**src/rtl/pc_seq_pkg.sv**
```systemverilog
// Shared types and constants for the next-PC sequencer.
// Holds the FSM state encoding, the redirect-kind encoding (ordered by priority,
// so a plain magnitude compare picks the winner) and the default vectors.
package pc_seq_pkg;

    typedef enum logic [1:0] {
        S_IDLE = 2'd0,
        S_REQ  = 2'd1,
        S_HOLD = 2'd2,
        S_HALT = 2'd3
    } state_t;

    // Numeric order is priority order: RD_JR > RD_JUMP > RD_BRANCH > RD_NONE.
    typedef enum logic [1:0] {
        RD_NONE   = 2'd0,
        RD_BRANCH = 2'd1,
        RD_JUMP   = 2'd2,
        RD_JR     = 2'd3
    } redirect_t;

    localparam logic [31:0] DEFAULT_RESET_PC = 32'h0000_0000;
    localparam logic [31:0] DEFAULT_TRAP_PC  = 32'h0000_0080;

    // Clear the byte-offset bits so the PC always stays word aligned.
    function automatic logic [31:0] word_align(input logic [31:0] addr);
        return addr & ~32'd3;
    endfunction

endpackage

```
**src/rtl/pc_target_calc.sv**
```systemverilog
// Redirect target calculation and priority selection.
// Computes branch / jump / jr targets from the current-cycle request pulses,
// picks the highest-priority one, then merges it with any redirect already
// held pending (the higher priority of the two wins).
module pc_target_calc
    import pc_seq_pkg::*;
(
    input  logic [31:0] pc_plus4,
    input  logic        branch_taken,
    input  logic [15:0] branch_imm,
    input  logic        jump,
    input  logic [25:0] jump_target,
    input  logic        jr,
    input  logic [31:0] jr_addr,
    input  redirect_t   pend_kind,
    input  logic [31:0] pend_target,
    output redirect_t   sel_kind,
    output logic [31:0] sel_target
);

    logic [31:0] branch_addr;
    logic [31:0] jump_addr;
    redirect_t   new_kind;
    logic [31:0] new_target;

    // Raw targets: branch offset is word-granular and wraps mod 2^32.
    assign branch_addr = pc_plus4 + {{14{branch_imm[15]}}, branch_imm, 2'b00};
    assign jump_addr   = {pc_plus4[31:28], jump_target, 2'b00};

    // Priority mux among this cycle's requests, then against the pending one.
    always_comb begin
        new_kind   = RD_NONE;
        new_target = 32'd0;
        if (jr) begin
            new_kind   = RD_JR;
            new_target = jr_addr;
        end else if (jump) begin
            new_kind   = RD_JUMP;
            new_target = jump_addr;
        end else if (branch_taken) begin
            new_kind   = RD_BRANCH;
            new_target = branch_addr;
        end

        if (pend_kind > new_kind) begin
            sel_kind   = pend_kind;
            sel_target = pend_target;
        end else begin
            sel_kind   = new_kind;
            sel_target = new_target;
        end
    end

endmodule

```
**src/rtl/pc_sequencer.sv**
```systemverilog
// Next-PC controller: owns the architectural PC, runs the instruction-fetch
// handshake, honours stall/halt, holds pending redirects and watches for a
// missing imem_ack.
// Optional feature macro: PCSEQ_ALIGN_TRAP_EN (misaligned jr target traps to
// TRAP_PC); when undefined all targets are forced word aligned and trap is 0.
module pc_sequencer
    import pc_seq_pkg::*;
#(
    parameter logic [31:0] RESET_PC = DEFAULT_RESET_PC,
    parameter logic [31:0] TRAP_PC  = DEFAULT_TRAP_PC,
    parameter int unsigned MAX_WAIT = 16
) (
    input  logic        clock,
    input  logic        reset,
    input  logic        stall,
    input  logic        halt,
    input  logic        branch_taken,
    input  logic [15:0] branch_imm,
    input  logic        jump,
    input  logic [25:0] jump_target,
    input  logic        jr,
    input  logic [31:0] jr_addr,
    input  logic        imem_ack,
    output logic        imem_req,
    output logic [31:0] imem_addr,
    output logic [31:0] pc,
    output logic [31:0] pc_plus4,
    output logic        fetch_valid,
    output logic        halted,
    output logic        timeout,
    output logic        trap
);

    localparam logic [16:0] WAIT_LIMIT = 17'(MAX_WAIT);
    localparam bit          WAIT_CHECK = (MAX_WAIT != 0);

    state_t      state_reg, state_next;
    logic [31:0] pc_reg;
    logic [31:0] pc_next;
    logic [31:0] pc_plus4_c;
    redirect_t   pend_kind_reg;
    logic [31:0] pend_target_reg;
    redirect_t   sel_kind;
    logic [31:0] sel_target;
    logic [31:0] redirect_pc;
    logic        misaligned;
    logic        pc_update;
    logic        req_c;
    logic        fetch_c;
    logic [15:0] wait_cnt_reg;
    logic        timeout_reg;
    logic        trap_reg;

    assign pc_plus4_c = pc_reg + 32'd4;

    pc_target_calc u_target_calc (
        .pc_plus4     (pc_plus4_c),
        .branch_taken (branch_taken),
        .branch_imm   (branch_imm),
        .jump         (jump),
        .jump_target  (jump_target),
        .jr           (jr),
        .jr_addr      (jr_addr),
        .pend_kind    (pend_kind_reg),
        .pend_target  (pend_target_reg),
        .sel_kind     (sel_kind),
        .sel_target   (sel_target)
    );

`ifdef PCSEQ_ALIGN_TRAP_EN
    // Only a jr can produce a misaligned target; such a redirect vectors to TRAP_PC.
    assign misaligned  = (sel_kind == RD_JR) && (sel_target[1:0] != 2'b00);
    assign redirect_pc = misaligned ? TRAP_PC : sel_target;
`else
    logic unused_trap_pc;
    assign unused_trap_pc = ^TRAP_PC;
    assign misaligned     = 1'b0;
    assign redirect_pc    = word_align(sel_target);
`endif

    assign pc_next = (sel_kind == RD_NONE) ? pc_plus4_c : redirect_pc;

    // FSM state register.
    always_ff @(posedge clock) begin
        if (reset) begin
            state_reg <= S_IDLE;
        end else begin
            state_reg <= state_next;
        end
    end

    // FSM next state, handshake outputs and the PC-advance decision.
    always_comb begin
        state_next = state_reg;
        req_c      = 1'b0;
        fetch_c    = 1'b0;
        pc_update  = 1'b0;
        case (state_reg)
            S_IDLE: begin
                state_next = S_REQ;
            end
            S_REQ: begin
                req_c = 1'b1;
                if (imem_ack) begin
                    fetch_c = 1'b1;
                    if (halt) begin
                        state_next = S_HALT;
                        pc_update  = 1'b1;
                    end else if (stall) begin
                        state_next = S_HOLD;
                    end else begin
                        pc_update  = 1'b1;
                    end
                end
            end
            S_HOLD: begin
                if (halt) begin
                    state_next = S_HALT;
                    pc_update  = 1'b1;
                end else if (!stall) begin
                    state_next = S_REQ;
                    pc_update  = 1'b1;
                end
            end
            S_HALT: begin
                state_next = S_HALT;
            end
            default: begin
                state_next = S_IDLE;
            end
        endcase
        // A request in flight when reset arrives is abandoned immediately.
        if (reset) begin
            req_c     = 1'b0;
            fetch_c   = 1'b0;
            pc_update = 1'b0;
        end
    end

    // PC register, pending-redirect capture and the one-cycle trap pulse.
    always_ff @(posedge clock) begin
        if (reset) begin
            pc_reg          <= RESET_PC;
            pend_kind_reg   <= RD_NONE;
            pend_target_reg <= 32'd0;
            trap_reg        <= 1'b0;
        end else begin
            trap_reg <= pc_update && misaligned;
            if (pc_update) begin
                pc_reg          <= pc_next;
                pend_kind_reg   <= RD_NONE;
                pend_target_reg <= 32'd0;
            end else begin
                // sel_* already keeps the higher of pending vs. new request.
                pend_kind_reg   <= sel_kind;
                pend_target_reg <= sel_target;
            end
        end
    end

    // Wait counter for an outstanding fetch; timeout flag is sticky until reset.
    always_ff @(posedge clock) begin
        if (reset) begin
            wait_cnt_reg <= 16'd0;
            timeout_reg  <= 1'b0;
        end else if ((state_reg == S_REQ) && !imem_ack) begin
            if (wait_cnt_reg != 16'hFFFF) begin
                wait_cnt_reg <= wait_cnt_reg + 16'd1;
            end
            if (WAIT_CHECK && ((17'(wait_cnt_reg) + 17'd1) >= WAIT_LIMIT)) begin
                timeout_reg <= 1'b1;
            end
        end else begin
            wait_cnt_reg <= 16'd0;
        end
    end

    assign imem_req    = req_c;
    assign imem_addr   = pc_reg;
    assign pc          = pc_reg;
    assign pc_plus4    = pc_plus4_c;
    assign fetch_valid = fetch_c;
    assign halted      = (state_reg == S_HALT) && !reset;
    assign timeout     = timeout_reg;
    assign trap        = trap_reg;

endmodule

```
**config.mk**
```make
export PLATFORM = sky130hd
export DESIGN_NAME = pc_sequencer
export DESIGN_NICKNAME = d
export VERILOG_FILES = /design/src/rtl/pc_seq_pkg.sv /design/src/rtl/pc_target_calc.sv /design/src/rtl/pc_sequencer.sv
export SDC_FILE = /design/constraint.sdc
export NUM_CORES = 1
export LEC_CHECK = 0
export ABC_CLOCK_PERIOD_IN_PS = 5600
export CAP_MARGIN = 20
export CORE_MARGIN = 5
export CORE_UTILIZATION = 51
export CTS_BUF_LIST = sky130_fd_sc_hd__clkbuf_2
export DETAILED_ROUTE_END_ITERATION = 12
export GPL_TIMING_DRIVEN = 0
export HOLD_SLACK_MARGIN = 0.05
export PLACE_DENSITY = 0.93
export SLEW_MARGIN = 0
export SYNTH_ARGS = -nofsm -noshare
export SYNTH_HDL_FRONTEND = slang
export SYNTH_SLANG_ARGS = --single-unit
```
**constraint.sdc**
```tcl
create_clock -name clock -period 5.6 [get_ports clock]
set_clock_uncertainty 0.2 [all_clocks]
set_input_delay 1.12 -clock clock [delete_from_list [all_inputs] [get_ports clock]]
set_output_delay 1.12 -clock clock [all_outputs]
set_load 0.02 [all_outputs]
```
==> results of run 1 <==
-- placed cells by master, fill, tap and decap left out, types with 10 or more instances in the layout --
cell type and count:
a211oi_1 11, a21o_1 15, a21oi_1 67, a221oi_1 22, a31oi_1 14, and3_1 20
buf_4 37, clkbuf_1 37, clkbuf_2 10, clkdlybuf4s50_1 173, dfxtp_1 81, ha_1 43
inv_1 21, nand2_1 63, nand3_1 32, nand4_1 11, nor2_1 90, nor3_1 18
o211ai_1 10, o21ai_0 61, xnor2_1 34, xor2_1 29
-- routing by layer --
metal  vias up  GRT usage (%)
met5         -              0
met4         0           14.8
met3       128           7.63
met2       646           47.9
met1      3549           38.8
li1       3568              -
-- kinds of logic after synthesis --
logic type | after synthesis | synth area share (%)
other cells | 1 | 0.0556
fa+ha+maj | 44 | 8.28
mux | 6 | 0.891
xor+xnor | 66 | 8.91
flops | 81 | 24.1
buf+inv | 107 | 8.11
simple gates | 294 | 21.9
compound gates | 278 | 27.7
-- metrics by stage --
step / total power [mW] / worst slack, ps / setup TNS, ps / hold WS (ps) / instance area [sq um]
global placement: 2.17 / -42.7 / -42.7 / 269 / 8710
CTS: 2.52 / 427 / 0 / 328 / 8840
detailed placement: 2.20 / -172 / -350 / 280 / 8710
floorplan: 1.65 / 1080 / 0 / 251 / 6760
global route: 2.70 / 113 / 0 / 355 / 8840
finish: 2.57 / 183 / 0 / 319 / 8840
-- worst paths after layout --
path                      from       endpoint  cells after the start  slack, ps
setup / recovery            jr   imem_addr[5]                     14        180
hold / removal         timeout        timeout                      2        320
setup reg to reg  imem_addr[2]  imem_addr[27]                     17        580
hold reg to reg        timeout        timeout                      2        320
-- cells in the mapped netlist, types with 7 or more instances --
cell       n  area share [%]
a21o_1    15             1.7
a221oi_1  22             2.9
o22ai_1    7            0.65
dfxtp_1   81              24
a21oi_1   67             5.0
xnor2_1   34             4.4
nor2b_1    9            0.84
nand4_1   11             1.0
nand2_1   63             3.5
and3_1    20             1.9
nand3_1   32             2.4
inv_1     21             1.2
clkbuf_1  37             2.1
a31oi_1   14             1.3
o211ai_1  10             1.1
ha_1      43             8.0
nor2_1    90             5.0
o21a_1     7            0.78
nor3_1    18             1.3
xor2_1    29             3.8
nor3b_1    7            0.78
buf_4     37             4.1
o21ai_0   61             4.5
a211oi_1  11             1.2
and2_1     9            0.84
nand2b_1   7            0.65
-- worst reg2reg max path, cell delays in order (launching register included) --
cell,delay (ps)
dfxtp_1,530
ha_1,270
and3_1,170
clkbuf_2,170
nand4_1,380
nor2b_1,280
xor2_1,380
ha_1,310
clkbuf_1,180
and3_1,210
and4_1,220
a221oi_1,290
o21ai_2,180
a31oi_4,290
a31oi_1,160
xor2_1,190
a2111oi_0,460
nor3_1,90
-- area by class of cell --
class                   instances  share of cell area, %
diodes                          2                 0.0566
plain buffers                  85                   5.25
clock buffers                   9                  0.509
clock inverters                 7                  0.877
inverters                      22                  0.934
multi-input cells             695                   52.0
flip-flops and latches         81                   18.3
well taps                     176                   2.49
repair buffers                173                   19.6
-- power by group through the flow --
| stage | Sequential, mW | Clock (mW) | Combinational (mW) |
|---|---|---|---|
| floorplan | 0.798 | 0 | 0.856 |
| finish | 0.775 | 0.336 | 1.46 |
| global route | 0.785 | 0.359 | 1.55 |
| CTS | 0.770 | 0.331 | 1.42 |
| global placement | 0.779 | 0 | 1.39 |
| detailed placement | 0.782 | 0 | 1.42 |
==> impl_summary.txt, run 1 <==
----------------------------------------------------
[Outcome]
  Result of the run ... complete, no violations

[Synthesis]
  Seq/Total Area, Yosys ... 24.1%
  Syn. warnings ... 0
  Number of enable flip-flop cells after synthesis ... 0
  Post-synthesis instance total ... between 800 and 900
  Yosys cell types ... around 80
  Number of synthesized register bits ... 81
  Commonest register cell after synthesis ... dfxtp_1
  Post-synthesis async set-or-reset flop share ... 0%
  Post-synthesis cell area ... a little under 7000 sq um
  Average footprint of a synthesized cell ... 7.68 sq um

[Clocking]
  Clock buffer count from CTS ... 9
  CTS Sinks ... between 80 and 90
  Number of gates resized after cts ... 0
  Post-CTS Hold Fix Bufs ... 0
  H-Tree Level Count ... 3
  Buffer cell driving the clock tree root ... clkbuf_2
  Number of buffers on the longest clock path ... 2
  Clk pin slew, worst setup/hold paths ... around 230 ps
  Clock tree from TritonCTS ... done
  Latest clock arrival within the worst-skew pair ... about 560 ps
  Number of setup buffers added after CTS ... 0

[STA]
  Unrepaired setup endpoints after global routing ... false
  Measured slew at the worst slew-check pin ... 833 ps
  Hold Violations, Final ... 0
  Max Transition Viols Final ... 0
  Final clock period utilization by the worst path ... 96.7%
  Final-report setup violation count ... 0
  Post-layout min period ... 5420 ps
  Fmax achieved ... 0.185 GHz
  Max-slew headroom ... 44.4%

[Power and ir drop]
  Fraction of power consumed by the clock network ... 13.0%
  Pwr Density ... roughly 290 nW/um^2
  Relative contribution of sequential cells to total power ... a little under a third
  P_sw ... roughly 1.2 mW
  Internal Power ... 1.39 mW
  IR drop worst, VDD ... 183 uV
  Comb pwr share ... 56.8%
  Proportion of total power due to net switching ... 45.9%
  Static power due to leakage ... 3.60 nW

[Critical path]
  Buffers & Inverters on Critical Path ... 5
  Data required time at the worst endpoint ... 5840 ps
  Kind of cell adding the most delay to the critical path ... buffers and inverters
  Standard cell with the maximum stage delay on the critical path ... clkdlybuf4s50_1
  Worst stage delay on the critical path ... 600 ps
  Critical Setup Path Class ... in -> reg
  Startpoint types ... input port
  Crit-path max FO ... 10
  Arrival time of the worst setup path ... 5650 ps
  Type of destination of the critical path ... register
  Cell chain of the critical path ... clkdlybuf4s50_1, buf_2, clkbuf_1, nor2_1, ha_1, nor2_1, o22ai_2, mux2i_1, and2_1, clkbuf_1, clkbuf_1, o21ai_0, a32oi_1, nor2_1

[Placed design]
  Port buffer count ... 173
  Number of cells in the design after placement ... 1,232
  Total half-perimeter wirelength after legalization and detailed placement ... 19.3 mm
  Final weighted congestion in routability-driven placement ... about 0.96

[Global routing]
  Residual overflow from global routing ... 0
  Number of antenna violations at the first check in global routing ... 0
  First-pass GRT wire length ... roughly 39 mm
  Largest net degree at the start of global routing ... 17
  GRT Resource Usage Total ... 30.3%
  Via count of the first global-routing pass ... around 7,500

[Drt]
  WL per Instance ... 20.1 um
  Met3 wire len ... 3.62 mm
  Met1 routed wirelength after detailed routing ... 9.20 mm
  Antenna viol nets, final ... 0
  Detailed router's first-iteration violation count ... 1,416
  Total Wirelength ... 25.1 mm
  Vias per inst ... 6.31
  Highest metal layer with signal wires ... met4
  Drt drc ... 0
  First drt pass iteration count ... 7
  Via count of the routed design ... around 7,900
  Met2 layer wire length in the routed design ... 10.9 mm

[Finish]
  Final standard cell utilization of the core ... between 60 and 70%
  Signed area change from the synthesized netlist to the final layout ... 31.2%
  Share of layout cells above drive strength 1 ... under 10%
  Combined area of the multi-input logic cells ... 4590 sq um
  Combined flip-flop and latch cell area ... between 1500 and 2000 sq um
  Nets@finish ... about 1,200
  Layout Cells excl Fill ... 1,250
  Fillers ... 1,071

[Floorplan]
  Effective utilization at floorplan ... 51.5%
  Die span in x ... 125 um
  Num rows ... 42
  Core area ... 13,100 sq um
  Top-Level Pins ... 183
  Area of the die ... roughly 16,000 sq um
  Die Y-Extent ... 125 um

[Worst hold path]
  Hold Path Class ... reg -> reg

[Run]
  Max-cap violations ... 0

----------------------------------------------------
Note: power is estimated with default switching activity, not from simulation.
==> run 2: changes to the inputs <==
--- a/config.mk
+++ b/config.mk
@@ -8,12 +8,12 @@
 export ABC_CLOCK_PERIOD_IN_PS = 5600
 export CAP_MARGIN = 20
 export CORE_MARGIN = 5
-export CORE_UTILIZATION = 51
+export CORE_UTILIZATION = 30
 export CTS_BUF_LIST = sky130_fd_sc_hd__clkbuf_2
 export DETAILED_ROUTE_END_ITERATION = 12
 export GPL_TIMING_DRIVEN = 0
 export HOLD_SLACK_MARGIN = 0.05
-export PLACE_DENSITY = 0.93
+export PLACE_DENSITY = 0.63
 export SLEW_MARGIN = 0
 export SYNTH_ARGS = -nofsm -noshare
 export SYNTH_HDL_FRONTEND = slang
==> run 2 against run 1 <==
Against the previous run: non-clock buffer count did not move; utilization fell by 27 points; register-to-register slack got worse by 290 ps; largest power group unchanged; global-route usage shrank 9.9 points; critical endpoint unchanged; via count down 4.8%; combinational power hardly changed; cell count is 8.2% higher; cell area grew 1.6%; highest routed layer unchanged; worst hold slack improved by 8.6 ps; sequential power about the same.
==> impl_summary.txt, run 2 (same netlist as run 1, synthesis figures left out) <==
----------------------------------------------------
[Outcome]
  Result of the run ... complete, no violations (unchanged)

[Clocking]
  CTS Sinks ... 81 (unchanged)
  Buffer cell driving the clock tree root ... clkbuf_2 (unchanged)
  H-Tree Level Count ... 3 (unchanged)
  Post-CTS Hold Fix Bufs ... 0 (unchanged)
  Clock buffer count from CTS ... 9 (unchanged)
  Latest clock arrival within the worst-skew pair ... 600 ps (was 560 ps)
  Number of gates resized after cts ... 0 (unchanged)
  Number of setup buffers added after CTS ... 0 (unchanged)
  Clk pin slew, worst setup/hold paths ... 270 ps (was 230 ps)
  Clock tree from TritonCTS ... done (unchanged)
  Number of buffers on the longest clock path ... 2 (unchanged)

[Placed design]
  Number of cells in the design after placement ... 1,336 (was 1,232)
  Total half-perimeter wirelength after legalization and detailed placement ... 21.3 mm (was 19.3 mm)
  Post-Place Worst Slack ... -286 ps (was -172 ps)
  Port buffer count ... 173 (unchanged)
  Final weighted congestion in routability-driven placement ... 0.908 (was 0.956)

[Critical path]
  Crit-path max FO ... 10 (unchanged)
  Critical Setup Path Class ... in -> reg (unchanged)
  Buffers & Inverters on Critical Path ... 5 (unchanged)
  Standard cell with the maximum stage delay on the critical path ... clkbuf_1 (was clkdlybuf4s50_1)
  Worst stage delay on the critical path ... 620 ps (was 600 ps)
  Data required time at the worst endpoint ... 5890 ps (was 5840 ps)
  Arrival time of the worst setup path ... 5700 ps (was 5650 ps)
  Kind of cell adding the most delay to the critical path ... buffers and inverters (unchanged)
  Startpoint types ... input port (unchanged)
  Cell chain of the critical path ... clkdlybuf4s50_1, buf_2, clkbuf_1, nor2_1, ha_1, nor2_1, o22ai_2, mux2i_1, and2_1, clkbuf_1, clkbuf_1, o21ai_0, a32oi_1, nor2_1 (unchanged)
  Type of destination of the critical path ... register (unchanged)

[STA]
  Max-slew headroom ... 38.9% (was 44.4%)
  Fmax achieved ... 0.185 GHz (about the same)
  Hold Violations, Final ... 0 (unchanged)
  Final WS setup ... 185 ps (was 183 ps)
  Unrepaired setup endpoints after global routing ... false (unchanged)
  Max Transition Viols Final ... 0 (unchanged)
  Final clock period utilization by the worst path ... 96.7% (about the same)
  Measured slew at the worst slew-check pin ... 913 ps (was 833 ps)
  Post-layout min period ... 5410 ps (was 5420 ps)
  Final-report setup violation count ... 0 (unchanged)

[Drt]
  First drt pass iteration count ... 6 (was 7)
  WL per Instance ... 20.4 um (was 20.1 um)
  Antenna viol nets, final ... 0 (unchanged)
  Via count of the routed design ... 7,510 (was 7,891)
  Vias per inst ... 5.55 (was 6.31)
  Drt drc ... 0 (unchanged)
  Total Wirelength ... 27.7 mm (was 25.1 mm)
  Detailed router's first-iteration violation count ... 736 (was 1,416)

[Power and ir drop]
  Pwr Density ... 291 nW/um^2 (about the same)
  Static power due to leakage ... 3.63 nW (was 3.60 nW)
  IR drop worst, VDD ... 114 uV (was 183 uV)

[Global routing]
  Number of antenna violations at the first check in global routing ... 1 (was 0)
  Largest net degree at the start of global routing ... 18 (was 17)
  Via count of the first global-routing pass ... 6,952 (was 7,486)
  GRT Resource Usage Total ... 20.4% (was 30.3%)
  Residual overflow from global routing ... 0 (unchanged)
  First-pass GRT wire length ... 41.2 mm (was 38.8 mm)

[Finish]
  Fillers ... 2,271 (was 1,071)
  Signed area change from the synthesized netlist to the final layout ... 33.3% (was 31.2%)
  Nets@finish ... 1,193 (unchanged)
  Leading cell type in the layout, fill and taps excluded ... clkdlybuf4s50_1 (unchanged)
  Commonest cells after routing, fill and taps aside ... clkdlybuf4s50_1 (173), nor2_1 (90), dfxtp_1 (81) (unchanged)
  Share of layout cells above drive strength 1 ... 7.93% (unchanged)
  Layout Cells excl Fill ... 1,353 (was 1,250)

[Floorplan]
  Top-Level Pins ... 183 (unchanged)
  Die span in x ... 160 um (was 125 um)
  Area of the die ... 25,600 sq um (was 15,600 sq um)
  Num rows ... 54 (was 42)
  Core area ... 22,000 sq um (was 13,100 sq um)
  Die Y-Extent ... 160 um (was 125 um)
  Effective utilization at floorplan ... 30.7% (was 51.5%)

[Run]
  Max-cap violations ... 0 (unchanged)

[Worst hold path]
  Hold Path Class ... reg -> reg (unchanged)

----------------------------------------------------
==> run 2: path summary, 6_finish.rpt <==
kind                      start                  to  slack (ps)  cells after the start
max                          jr        imem_addr[5]         190                     14
min          pend_target_reg[8]  pend_target_reg[8]         330                      2
max reg2reg        imem_addr[2]       imem_addr[22]         290                     15
min reg2reg  pend_target_reg[8]  pend_target_reg[8]         330                      2
==> run 2: routing by layer <==
metal  vias up  share of wire [%]  track usage (%)
met5         -                  0                0
met4         0                2.6             5.98
met3        45                8.7             4.51
met2       378                 46             33.2
met1      3534                 43             27.3
li1       3553                  -                -
==> run 2: through the flow <==
stage / util [%] / hold WS (ps) / instance area, sq um / TNS [ps] / total power [mW]
floorplan: - / 251 / 6760 / 0 / 1.65
global placement: 40.3 / 264 / 8840 / -959 / 2.22
detailed placement: 40.3 / 280 / 8840 / -1260 / 2.23
CTS: 40.9 / 334 / 8980 / 0 / 2.60
global route: 40.9 / 353 / 8990 / 0 / 2.76
finish: 40.9 / 328 / 8990 / 0 / 2.62
==> run 2: layout make-up <==
type | instances | area, sq um | share of cell area (%)
multi-input combinational | 695 | 4590 | 51.1
inverter | 22 | 82.6 | 0.919
clock inverter | 7 | 95.1 | 1.06
buffer | 85 | 464 | 5.17
sequential | 81 | 1620 | 18.0
tap | 280 | 350 | 3.90
antenna | 1 | 2.50 | 0.0278
clock buffer | 9 | 45.0 | 0.501
timing repair buffer | 173 | 1730 | 19.3
==> run 2: power breakdown <==
part           leakage, nW  internal (mW)  total (mW)  switching (mW)
Sequential           0.662          0.676       0.777           0.101
Combinational         2.88          0.612        1.47           0.854
Clock               0.0837          0.118       0.374           0.256
==> run 2: worst register-to-register path, cell delays in order, from the launching register on <==
cell and delay, ps:
dfxtp_1 560, ha_1 300, and3_1 170, clkbuf_2 180, nand4_1 440, nor2_1 270, xor2_1 400, ha_1 410
and3_1 280, and3_1 210, a311oi_2 470, a31oi_1 300, a2111oi_0 540, a31o_2 190, o21ai_1 100, a211oi_1 220
